--- config.mk ---
export PLATFORM = sky130hd
export DESIGN_NAME = binary_search_ctrl_flat
export DESIGN_NICKNAME = d
export VERILOG_FILES = /design/src/rtl/binary_search_ctrl_if.sv /design/src/rtl/binary_search_ctrl.sv /design/src/flat_wrapper.sv
export SDC_FILE = /design/constraint.sdc
export NUM_CORES = 1
export LEC_CHECK = 0
export CORE_MARGIN = 2
export CORE_UTILIZATION = 50
export CTS_BUF_LIST = sky130_fd_sc_hd__clkbuf_4
export DETAILED_ROUTE_END_ITERATION = 8
export PLACE_DENSITY = 0.86
export SLEW_MARGIN = 20
export SYNTH_ARGS = -nofsm -noshare
export SYNTH_HDL_FRONTEND = slang
export SYNTH_SLANG_ARGS = --single-unit
--- constraint.sdc ---
create_clock -name clk -period 3 [get_ports clk]
set_input_delay 0.45 -clock clk [delete_from_list [all_inputs] [get_ports clk]]
set_output_delay 0.45 -clock clk [all_outputs]
set_load 0.02 [all_outputs]
--- src/rtl/binary_search_ctrl_if.sv ---
// Comparator-side bundle between the search controller and the eq/lt/gt magnitude comparator.
// master: controller (drives guess and status, samples start and flags).
// slave: environment (drives start and flags, observes guess and status).
interface binary_search_ctrl_if #(
  parameter int WIDTH = 8
);
  logic             start;
  logic [WIDTH-1:0] guess;
  logic             eq;
  logic             lt;
  logic             gt;
  logic             busy;
  logic             done;
  logic             found;
  logic             error;
  logic [WIDTH-1:0] result;
  logic [3:0]       steps;

  modport master (
    input  start, eq, lt, gt,
    output guess, busy, done, found, error, result, steps
  );

  modport slave (
    output start, eq, lt, gt,
    input  guess, busy, done, found, error, result, steps
  );
endinterface

--- src/rtl/binary_search_ctrl.sv ---
// Successive-approximation search controller: drives a registered guess into a
// combinational comparator and narrows [lo,hi] by binary search until eq.
// Latency: one cycle per compare, done on the terminal compare edge (1..9 cycles).
// No backpressure: start is only sampled in IDLE/DONE and ignored while busy.
// Ports: clk, reset (async, active-high), bus (master modport: start/eq/lt/gt in;
// guess/busy/done/found/error/result/steps out).
module binary_search_ctrl #(
  parameter int WIDTH = 8
) (
  input  logic                  clk,
  input  logic                  reset,
  binary_search_ctrl_if.master  bus
);

  localparam logic [WIDTH-1:0] MAX_VAL  = '1;
  localparam logic [WIDTH-1:0] MID_INIT = MAX_VAL >> 1;

  typedef enum logic [1:0] {
    IDLE    = 2'd0,
    COMPARE = 2'd1,
    DONE    = 2'd2
  } state_t;

  state_t           r_state;
  logic [WIDTH-1:0] r_lo;
  logic [WIDTH-1:0] r_hi;
  logic [WIDTH-1:0] r_guess;
  logic [WIDTH-1:0] r_result;
  logic [3:0]       r_steps;
  logic             r_busy;
  logic             r_done;
  logic             r_found;
  logic             r_error;

  logic             w_onehot;
  logic             w_edge_err;
  logic             w_empty;
  logic [WIDTH-1:0] w_lo_nxt;
  logic [WIDTH-1:0] w_hi_nxt;
  logic [WIDTH:0]   w_sum;
  logic [WIDTH-1:0] w_mid;

  always_comb begin
    // Odd parity rules out 0 or 2 flags; the AND term rules out all three.
    w_onehot   = (bus.eq ^ bus.lt ^ bus.gt) & ~(bus.eq & bus.lt & bus.gt);
    // lt at the top or gt at the bottom has nowhere left to go.
    w_edge_err = (bus.lt && (r_guess == MAX_VAL)) || (bus.gt && (r_guess == '0));
    w_lo_nxt   = r_lo;
    w_hi_nxt   = r_hi;
    if (bus.lt) begin
      w_lo_nxt = r_guess + 1'b1;
    end else if (bus.gt) begin
      w_hi_nxt = r_guess - 1'b1;
    end
    w_empty = (w_lo_nxt > w_hi_nxt);
    // Sum carried at WIDTH+1 bits so lo+hi near the top cannot wrap.
    w_sum   = {1'b0, w_lo_nxt} + {1'b0, w_hi_nxt};
    w_mid   = w_sum[WIDTH:1];
  end

  always_ff @(posedge clk or posedge reset) begin
    if (reset) begin
      r_state  <= IDLE;
      r_lo     <= '0;
      r_hi     <= '0;
      r_guess  <= '0;
      r_result <= '0;
      r_steps  <= '0;
      r_busy   <= 1'b0;
      r_done   <= 1'b0;
      r_found  <= 1'b0;
      r_error  <= 1'b0;
    end else begin
      case (r_state)
        IDLE, DONE: begin
          if (bus.start) begin
            r_state <= COMPARE;
            r_lo    <= '0;
            r_hi    <= MAX_VAL;
            r_guess <= MID_INIT;
            r_steps <= '0;
            r_found <= 1'b0;
            r_error <= 1'b0;
            r_busy  <= 1'b1;
            r_done  <= 1'b0;
          end
        end

        COMPARE: begin
          r_steps <= r_steps + 4'd1;
          if (!w_onehot) begin
            r_state <= DONE;
            r_error <= 1'b1;
            r_found <= 1'b0;
            r_busy  <= 1'b0;
            r_done  <= 1'b1;
          end else if (bus.eq) begin
            r_state  <= DONE;
            r_found  <= 1'b1;
            r_result <= r_guess;
            r_busy   <= 1'b0;
            r_done   <= 1'b1;
          end else if (w_edge_err || w_empty) begin
            r_state <= DONE;
            r_error <= 1'b1;
            r_found <= 1'b0;
            r_busy  <= 1'b0;
            r_done  <= 1'b1;
          end else begin
            r_lo    <= w_lo_nxt;
            r_hi    <= w_hi_nxt;
            r_guess <= w_mid;
          end
        end

        default: begin
          r_state <= IDLE;
          r_busy  <= 1'b0;
          r_done  <= 1'b0;
        end
      endcase
    end
  end

  assign bus.guess  = r_guess;
  assign bus.busy   = r_busy;
  assign bus.done   = r_done;
  assign bus.found  = r_found;
  assign bus.error  = r_error;
  assign bus.result = r_result;
  assign bus.steps  = r_steps;

endmodule

--- src/flat_wrapper.sv ---
// flat-port wrapper written by rule: the top's interface ports become plain ports
module binary_search_ctrl_flat 
#(
  parameter int WIDTH = 8
)
  (clk, reset, bus_start, bus_eq, bus_lt, bus_gt, bus_guess, bus_busy, bus_done, bus_found, bus_error, bus_result, bus_steps);
  binary_search_ctrl_if #(.WIDTH(WIDTH)) bus_i ();
  input  logic clk;
  input  logic reset;
  input wire logic [$bits(bus_i.start)-1:0] bus_start;
  input wire logic [$bits(bus_i.eq)-1:0] bus_eq;
  input wire logic [$bits(bus_i.lt)-1:0] bus_lt;
  input wire logic [$bits(bus_i.gt)-1:0] bus_gt;
  output wire logic [$bits(bus_i.guess)-1:0] bus_guess;
  output wire logic [$bits(bus_i.busy)-1:0] bus_busy;
  output wire logic [$bits(bus_i.done)-1:0] bus_done;
  output wire logic [$bits(bus_i.found)-1:0] bus_found;
  output wire logic [$bits(bus_i.error)-1:0] bus_error;
  output wire logic [$bits(bus_i.result)-1:0] bus_result;
  output wire logic [$bits(bus_i.steps)-1:0] bus_steps;
  assign bus_i.start = bus_start;
  assign bus_i.eq = bus_eq;
  assign bus_i.lt = bus_lt;
  assign bus_i.gt = bus_gt;
  assign bus_guess = bus_i.guess;
  assign bus_busy = bus_i.busy;
  assign bus_done = bus_i.done;
  assign bus_found = bus_i.found;
  assign bus_error = bus_i.error;
  assign bus_result = bus_i.result;
  assign bus_steps = bus_i.steps;
  binary_search_ctrl #(.WIDTH(WIDTH)) u_core (.clk(clk), .reset(reset), .bus(bus_i));
endmodule
Word-level counts from Yosys, hierarchy flattened
Cells that the tools add are included.
{"block": "word_totals", "regBits": 42, "elab_cells": 86, "output_inout_bits": 24, "inputBits": 6}
{"block": "classes", "order_cmp": 1, "n_bitwise": 6, "reduce_logical": 14, "addsub": 4, "eq_ne": 10, "mux": 41}
{"op": "$mux 8", "n": 15}
{"op": "$pmux 8 s2", "n": 3}
{"op": "$mux 1", "n": 12}
{"op": "$add 8x8->9", "n": 1}
{"op": "$add 8x1->8 const B", "n": 1}
{"op": "$eq 8x8->1 const B", "n": 1}
{"op": "$gt 8x8->1", "n": 1}
{"op": "$logic_not 8->1", "n": 1}
{"op": "$mux 2", "n": 4}
{"op": "$pmux 1 s2", "n": 4}
{"op": "$pmux 4 s2", "n": 1}
{"op": "$sub 8x1->8 const B", "n": 1}
{"op": "$ne 2x2->1 const B", "n": 3}
{"op": "$ne 3x3->1 const B", "n": 2}
{"op": "$reduce_and 3->1", "n": 2}
{"op": "$reduce_and 5->1", "n": 1}
{"op": "$add 4x1->4 const B", "n": 1}
{"op": "$mux 4", "n": 1}
{"op": "$ne 4x4->1 const B", "n": 1}
{"op": "$pmux 2 s2", "n": 1}
{"op": "$reduce_and 2->1", "n": 2}
{"op": "$reduce_and 4->1", "n": 1}
{"op": "$and 1x1->1", "n": 3}
{"op": "$eq 2x1->1 const B", "n": 1}
{"op": "other kinds (9)", "n": 12}

Depth between registers and ports, before layout
Gate-level depths: netlist (run 1).
{"block": "depth", "depth_word": 9, "mapped_depth": 17}

Least setup slack after synthesis (run 1)
No wires, ideal clock.
{"block": "synth_timing", "kind": "reg-to-reg", "from": "register u_core.r_guess[4], in the netlist u_core.bus.guess[4]", "to": "register u_core.r_guess[0], in the netlist u_core.bus.guess[0]", "path_buffers": 2, "path_slack_ps": -271, "t_arrival_ps": 3136, "synth_period_minus_slack_ps": 3271, "path_stages_with_launch": 15, "setup_time_ps": 135, "required_ps": 2865, "cell_sequence": "dfrtp_1 -> buf_6 -> or4_4 -> nor2_1 -> xnor2_1 -> o21ai_0 -> ha_1 -> inv_1 -> a221o_1 -> nand3b_1 -> a31oi_1 -> o21ai_2 -> buf_2 -> nor3_1 -> a31oi_1"}
{"block": "synth_via", "elab_chain_len": 7, "word_cells_on_any_way": 14}
{"element": "start, declared", "line": "binary_search_ctrl.sv:27", "text": "logic [WIDTH-1:0] r_guess;"}
{"element": "start signal, assigned", "line": "binary_search_ctrl.sv:112", "text": "r_guess <= w_mid;"}
{"element": "$sub 8x1->8", "line": "binary_search_ctrl.sv:53", "text": "w_hi_nxt = r_guess - 1'b1;"}
{"element": "$mux 8", "line": "binary_search_ctrl.sv:52", "text": "end else if (bus.gt) begin"}
{"element": "$mux 8", "line": "binary_search_ctrl.sv:50", "text": "if (bus.lt) begin"}
{"element": "$gt 8x8->1", "line": "binary_search_ctrl.sv:55", "text": "w_empty = (w_lo_nxt > w_hi_nxt);"}
{"element": "$logic_or 1x1->1 (*)", "line": "binary_search_ctrl.sv:103", "text": "end else if (w_edge_err || w_empty) begin"}
{"element": "$ne 2x2->1 (no line) (*)"}
{"element": "$reduce_and 5->1 (no line) (*)"}
Mark *: on every way between the ends. The rest lies on a longest branch, timed or not.
A chain may end at the register's enable or synchronous reset.

Final worst setup path (run 1)
{"block": "layout_timing", "from": "register u_core.r_guess[2], in the netlist u_core.bus.guess[2]", "to": "register u_core.r_guess[6], in the netlist u_core.bus.guess[6]"}
{"block": "layout_via", "elab_chain_len": 8, "word_cells_on_any_way": 19}
{"element": "$sub 8x1->8", "line": "binary_search_ctrl.sv:53"}
{"element": "$mux 8", "line": "binary_search_ctrl.sv:52"}
{"element": "$mux 8", "line": "binary_search_ctrl.sv:50"}
{"element": "$add 8x8->9", "line": "binary_search_ctrl.sv:57", "text": "w_sum = {1'b0, w_lo_nxt} + {1'b0, w_hi_nxt};"}
{"element": "$mux 8", "line": "binary_search_ctrl.sv:103"}
{"element": "$mux 8", "line": "binary_search_ctrl.sv:97", "text": "end else if (bus.eq) begin"}
{"element": "$mux 8", "line": "binary_search_ctrl.sv:91", "text": "if (!w_onehot) begin"}
{"element": "$pmux 8 s2", "line": "binary_search_ctrl.sv:74", "text": "case (r_state)"}
Several ways; a longest one is shown, not always the timed one. The select of a mux whose other input is x is not followed.

==> run_results.csv, run 1 <==
group,metric,value,unit
critical_path,reg2reg_setup_slack,-0.83,ns
synthesis,yosysUniqueCellTypes,46,
global_route,grt_antenna_before_repair,0,
synthesis,postSynthAreaPerCell,8.85,um^2
critical_path,reg2reg_to,"u_core.bus.guess[6]",
power_and_ir_drop,internal_power,0.00154,W
min_path,worstHoldPathCells,2,
sta,skew,0.0240,ns
critical_path,cp-start-kind,"register",
synthesis,syn_inst,300,
global_route,grt_max_degree,42,
sta,fmax,0.261,GHz
clock_tree,clockRootBuffer,"clkbuf_4",
critical_path,path_cells,"nor3_4 -> nor3b_4 -> xnor2_2 -> o21ai_2 -> buf_4 -> inv_1 -> ha_2 -> a221o_1 -> nand3b_1 -> and2_2 -> nor4_1 -> a311oi_1 -> o21ai_0",
power_and_ir_drop,switchingPower,0.00112,W
synthesis,synth_top_cell_by_area,"dfrtp_1",
critical_path,reg2reg_depth,13,
die,initial_utilization,0.520,
global_route,grt_pass1_wl,14600,um
synthesis,synth-seq-area-share,0.387,
die,io_pins,30,
cells_and_area,num_antenna_cells,0,
sta,setup_tns,-15.70,ns
routing,first_pass_iters,5,
cells_and_area,synthToLayoutAreaGrowth,58.4,%
power_and_ir_drop,seqPwrFrac,0.286,
synthesis,synth_top_cell_area_share,0.387,
power_and_ir_drop,switching_share,0.420,
run_status,status,"complete, but fails checks",
clock_tree,htreeDepth,2,
placed_design,numPortBuffers,29,
placed_design,gp_congestion,0.928,
routing,wl,11200,um
cells_and_area,final_cell_mix,"65 x buf_4, 36 x dfrtp_1, 29 x clkdlybuf4s50_1",
min_path,worstHoldPathType,"reg -> reg",
min_path,hold_end,"u_core.bus.result[1]",
critical_path,path_delay_family,"simple AND/OR/NAND/NOR gates",
placed_design,preCtsSetupSlack,-0.500,ns
placed_design,hpwl,5120,um
power_and_ir_drop,p_leak,1.89,nW
synthesis,synth-main-ff-cell,"dfrtp_1",
cells_and_area,final_cells,464,
run_status,violations,"setup timing",
cells_and_area,nets,419,
power_and_ir_drop,powerDensity,634,nW/um^2
sta,slew_headroom,0.440,
sta,hold_violations,0,
clock_tree,clockBufferDepth,2,
critical_path,crit_path_max_incr_delay,0.49,ns
synthesis,yosys-top-cells-area,"dfrtp_1 39%, ha_1 9.0%, o21ai_0 6.4%",
run,drv_cap,0,
global_route,grt_pass1_vias,2850,
placed_design,placed_cells,436,
power_and_ir_drop,clockPowerShare,0.145,
power_and_ir_drop,power,0.00266,W
global_route,grt_usage,0.319,
sta,slew_violations,0,
sta,rsz0062_at_grt,"yes",
synthesis,synth.ff_latch_count,41,
min_path,hold_path_startpoint,"u_core.bus.result[1]",
clock_tree,cts.sinks,41,
synthesis,synth-edff-count,0,
routing,detail_route.vias_per_cell,6.53,
clock_tree,clkTransAtPathRegs,0.15,ns
clock_tree,cts_buffers,5,
die,dieHeight,76.9,um
clock_tree,worst_skew_pair.late_latency,0.39,ns
cells_and_area,fillers,251,
cells_and_area,drive_above_1_share,0.437,
critical_path,critPathRequiredTime,3.29,ns
routing,drt_iter0_drc,335,
critical_path,crit_path_max_fanout,4,
routing,wl_per_cell,24.2,um
critical_path,crit_path_top_delay_cell,"dfrtp_2",
critical_path,cp-end-kind,"register",
synthesis,ys_async_sr_fraction,1.00,
sta,setup_viol,29,
sta,timing.final.ws_setup,-0.828,ns
power_and_ir_drop,power.share.combinational,0.569,
die,rows,26,
critical_path,crit_type,"reg -> reg",
synthesis,synth_nets,326,
cells_and_area,fin_util,0.823,
routing,ant_nets,0,
die,core_area,5110,um^2
sta,max_slew.worst_pin.slew,0.836,ns
critical_path,crit_buf_inv,2,
cells_and_area,final_common_cell,"buf_4",
synthesis,syn_area,2650,um^2
power_and_ir_drop,ir_worst_vdd,0.000472,V
die,die_area,5910,um^2
synthesis,ys_warn_count,0,
critical_path,arrival,4.11,ns
clock_tree,cts_tree,"yes",
routing,vias,3032,
global_route,grt.overflow.total,0,
sta,layout_min_cycle_time,3.83,ns
critical_path,r2r-start,"u_core.bus.guess[2]",
clock_tree,cts-hold-fix-buffers,0,
routing,drc,0,
sta,period_share,1.28,
die,die_width,76.9,um
metal layers:
metal  GRT usage  part of all wire  vias up
li1            -                 -     1223
met1       0.368              0.34     1442
met2       0.533              0.48      267
met3      0.0741             0.098      100
met4       0.200             0.078        0
met5           0                 0        -
area by class of cell:
type	instances	area, um^2	area share
clock buffer	6	45.0	0.0107
sequential	41	1030	0.246
multi-input combinational	227	1930	0.460
clock inverter	2	33.8	0.00804
inverter	13	51.3	0.0122
tap	70	87.6	0.0208
timing repair buffer	105	1020	0.243
tightest hold or removal path: stages (launching register included):
cell     delay [ns]
dfrtp_1        0.37
nand2_1        0.05
o21ai_0        0.06
metrics by stage:
stage / hold WS (ns) / instance area, um^2
after detailed placement: 0.469 / 3410
after global placement: 0.462 / 3410
after CTS: 0.499 / 3860
after global routing: 0.545 / 4200
final: 0.503 / 4200
after floorplan: 0.468 / 2700
registers in the layout, indices dropped and copies added, names as in the netlist, 4 cells and up:
register,count
u_core.bus.guess,8
u_core.bus.result,8
u_core.r_hi,8
u_core.r_lo,8
u_core.bus.steps,4
how the worst max path moves through the flow:
stage	depth (start not counted)	end	from	slack, ns
6_report	13	u_core.bus.guess[6]	u_core.bus.guess[2]	-0.83
5_1_grt	14	u_core.bus.guess[1]	u_core.bus.guess[1]	-0.68
4_1_cts	17	u_core.bus.guess[4]	u_core.bus.guess[0]	-0.21
3_5_place_dp	14	u_core.r_hi[5]	bus_lt	-0.50
3_3_place_gp	15	u_core.r_hi[5]	bus_lt	-0.45
2_1_floorplan	14	u_core.bus.guess[0]	u_core.bus.guess[5]	-0.16
kinds of logic (layout without fill, tap and decap cells):
kind of cell | Yosys count | after routing | synth area share
muxes | 9 | 9 | 0.0372
AOI/OAI and AO/OA | 80 | 80 | 0.179
adders and majority gates | 20 | 20 | 0.0971
buffers and inverters | 32 | 126 | 0.0585
and+or+nand+nor | 102 | 102 | 0.189
xor gates and xnor gates | 16 | 16 | 0.0528
DFF | 41 | 41 | 0.387
what timing repair did:
item	in CTS	in global routing
gates resized for setup	47	60
setup endpoints to repair	29	29
setup buffers	9	5
pin swaps	23	30
gates cloned	4	2
synthesized netlist by cell type (6+ instances only):
master / count
ha_1: 19
buf_2: 6
dfrtp_1: 41
o21ai_0: 34
nor2b_1: 7
nor2_1: 30
nor3_1: 12
nand3_1: 8
inv_1: 13
mux2_2: 7
a21oi_1: 23
xnor2_1: 11
clkbuf_1: 6
nand2_1: 26
power groups by stage:
stage | logic, W | registers, W | clock network [W]
after global placement | 0.00108 | 0.000746 | 0
after detailed placement | 0.00111 | 0.000754 | 0
after floorplan | 0.000527 | 0.000855 | 0
after global routing | 0.00157 | 0.000772 | 0.000412
after CTS | 0.00124 | 0.000743 | 0.000373
final | 0.00151 | 0.000761 | 0.000387
No activity file was read; power rests on OpenSTA's default activity.
==> run 2: changes to the inputs <==
- CAP_MARGIN: default -> 40
- DONT_BUFFER_PORTS: default -> 1
- PLACE_DENSITY: 0.86 -> 0.79
==> run_results.csv, run 2 (same netlist as run 1, synthesis figures left out) <==
group,metric,value,unit
cells_and_area,drive_above_1_share,0.390,
placed_design,gp_congestion,0.874,
sta,holdWs,0.216,ns
sta,slew_headroom,0.421,
routing,drt_iter0_drc,273,
die,dieHeight,76.9,um
sta,setup_viol,29,
run,drv_cap,0,
sta,layout_min_cycle_time,3.46,ns
cells_and_area,nets,374,
critical_path,arrival,3.73,ns
die,die_area,5910,um^2
global_route,grt_usage,0.230,
sta,skew,0.0118,ns
critical_path,crit_path_max_fanout,4,
power_and_ir_drop,ir_worst_vdd,0.000369,V
global_route,grt.overflow.total,0,
cells_and_area,num_antenna_cells,0,
clock_tree,clkTransAtPathRegs,0.13,ns
critical_path,cp-start-kind,"register",
power_and_ir_drop,powerDensity,605,nW/um^2
critical_path,critPathRequiredTime,3.27,ns
routing,detail_route.vias_per_cell,6.13,
cells_and_area,fillers,350,
sta,timing.final.ws_setup,-0.457,ns
global_route,grt_pass1_vias,2276,
critical_path,cp-end-kind,"register",
sta,fmax,0.289,GHz
die,rows,26,
routing,wl_per_cell,19.0,um
power_and_ir_drop,power,0.00215,W
cells_and_area,final_common_cell,"buf_4",
sta,rsz0062_at_grt,"yes",
die,die_width,76.9,um
clock_tree,clockRootBuffer,"clkbuf_4",
clock_tree,cts_buffers,5,
routing,drc,0,
placed_design,numPortBuffers,0,
global_route,grt_pass1_wl,10700,um
routing,first_pass_iters,5,
routing,wl,7950,um
power_and_ir_drop,p_leak,1.60,nW
clock_tree,htreeDepth,2,
global_route,grt_antenna_before_repair,0,
clock_tree,worst_skew_pair.late_latency,0.36,ns
run_status,status,"complete, but fails checks",
sta,slew_violations,0,
die,core_area,5110,um^2
routing,ant_nets,0,
placed_design,hpwl,4850,um
sta,max_slew.worst_pin.slew,0.868,ns
sta,period_share,1.15,
clock_tree,cts.sinks,41,
min_path,worstHoldPathType,"in -> reg",
die,io_pins,30,
clock_tree,clockBufferDepth,2,
critical_path,crit_type,"reg -> reg",
cells_and_area,synthToLayoutAreaGrowth,34.0,%
cells_and_area,postLayoutCellArea,3560,um^2
sta,setup_tns,-9.67,ns
placed_design,place_area,3040,um^2
global_route,grt_max_degree,31,
clock_tree,cts_tree,"yes",
die,initial_utilization,0.520,
routing,vias,2570,
cells_and_area,final_cell_mix,"50 x buf_4, 36 x dfrtp_1, 27 x nor2_1",
run_status,violations,"setup timing",
sta,hold_violations,0,
-- run 2: path summary, 6_finish.rpt --
| kind | from | end | slack (ns) | depth (start not counted) |
|---|---|---|---|---|
| max reg2reg | u_core.bus.guess[0] | u_core.bus.guess[6] | -0.46 | 16 |
| max | u_core.bus.guess[0] | u_core.bus.guess[6] | -0.46 | 16 |
| min reg2reg | u_core.r_lo[4] | u_core.r_lo[4] | 0.54 | 2 |
| min in group asynchronous | reset | u_core.bus.result[1] | 0.54 | 2 |
| max in group asynchronous | reset | u_core.r_lo[5] | 1.87 | 3 |
| min | bus_eq | u_core.bus.found | 0.22 | 1 |
-- run 2: per-stage QoR --
step	utilization	std cells	setup slack, ns
detailed placement	0.595	395	-0.381
global placement	0.590	394	-0.340
finish	0.696	419	-0.457
floorplan	-	300	-0.160
CTS	0.629	407	-0.253
global route	0.696	419	-0.529
-- run 2: cell type report --
type / instances / area (um^2) / share of cell area
Timing Repair Buffer: 60 / 542 / 0.152
Multi-Input combinational cell: 227 / 1790 / 0.502
Tap cell: 70 / 87.6 / 0.0246
Clock buffer: 7 / 52.6 / 0.0148
Inverter: 13 / 48.8 / 0.0137
Sequential cell: 41 / 1030 / 0.290
Clock inverter: 1 / 7.51 / 0.00211
-- run 2: worst max-delay path: stages, from the launching register on --
cell	delay, ns
dfrtp_2	0.46
inv_2	0.09
ha_4	0.14
inv_2	0.04
or3_4	0.38
xor2_2	0.15
nor2_1	0.14
a21oi_2	0.05
buf_4	0.14
ha_4	0.15
a221o_1	0.34
nand3b_1	0.27
buf_4	0.20
and2_4	0.15
nor4_2	0.34
a311oi_1	0.11
o21ai_1	0.20
-- run 2: report_power, final --
| group | switching [W] | internal (W) | total, W |
|---|---|---|---|
| logic | 0.000558 | 0.000444 | 0.00100 |
| clock network | 0.000187 | 0.000111 | 0.000297 |
| registers | 0.000188 | 0.000665 | 0.000853 |
| total | 0.000933 | 0.00122 | 0.00215 |
-- run 2: per-layer routing --
metal / share of wire / global-route usage / wire length (um) / up-vias
li1: - / - / - / 1146
met1: 0.41 / 0.294 / 3230 / 1256
met2: 0.49 / 0.382 / 3890 / 141
met3: 0.076 / 0.0518 / 606 / 27
met4: 0.027 / 0.0782 / 218 / 0
met5: 0 / 0 / 0 / -
-- run 2: what timing repair did --
item                       CTS  global route
setup endpoints to repair   29            29
hold endpoints to repair     6             0
pin swaps                    5            20
gates resized for setup     17            57
cloned                       0             3
setup buffers                3             9
hold buffers                 1             0
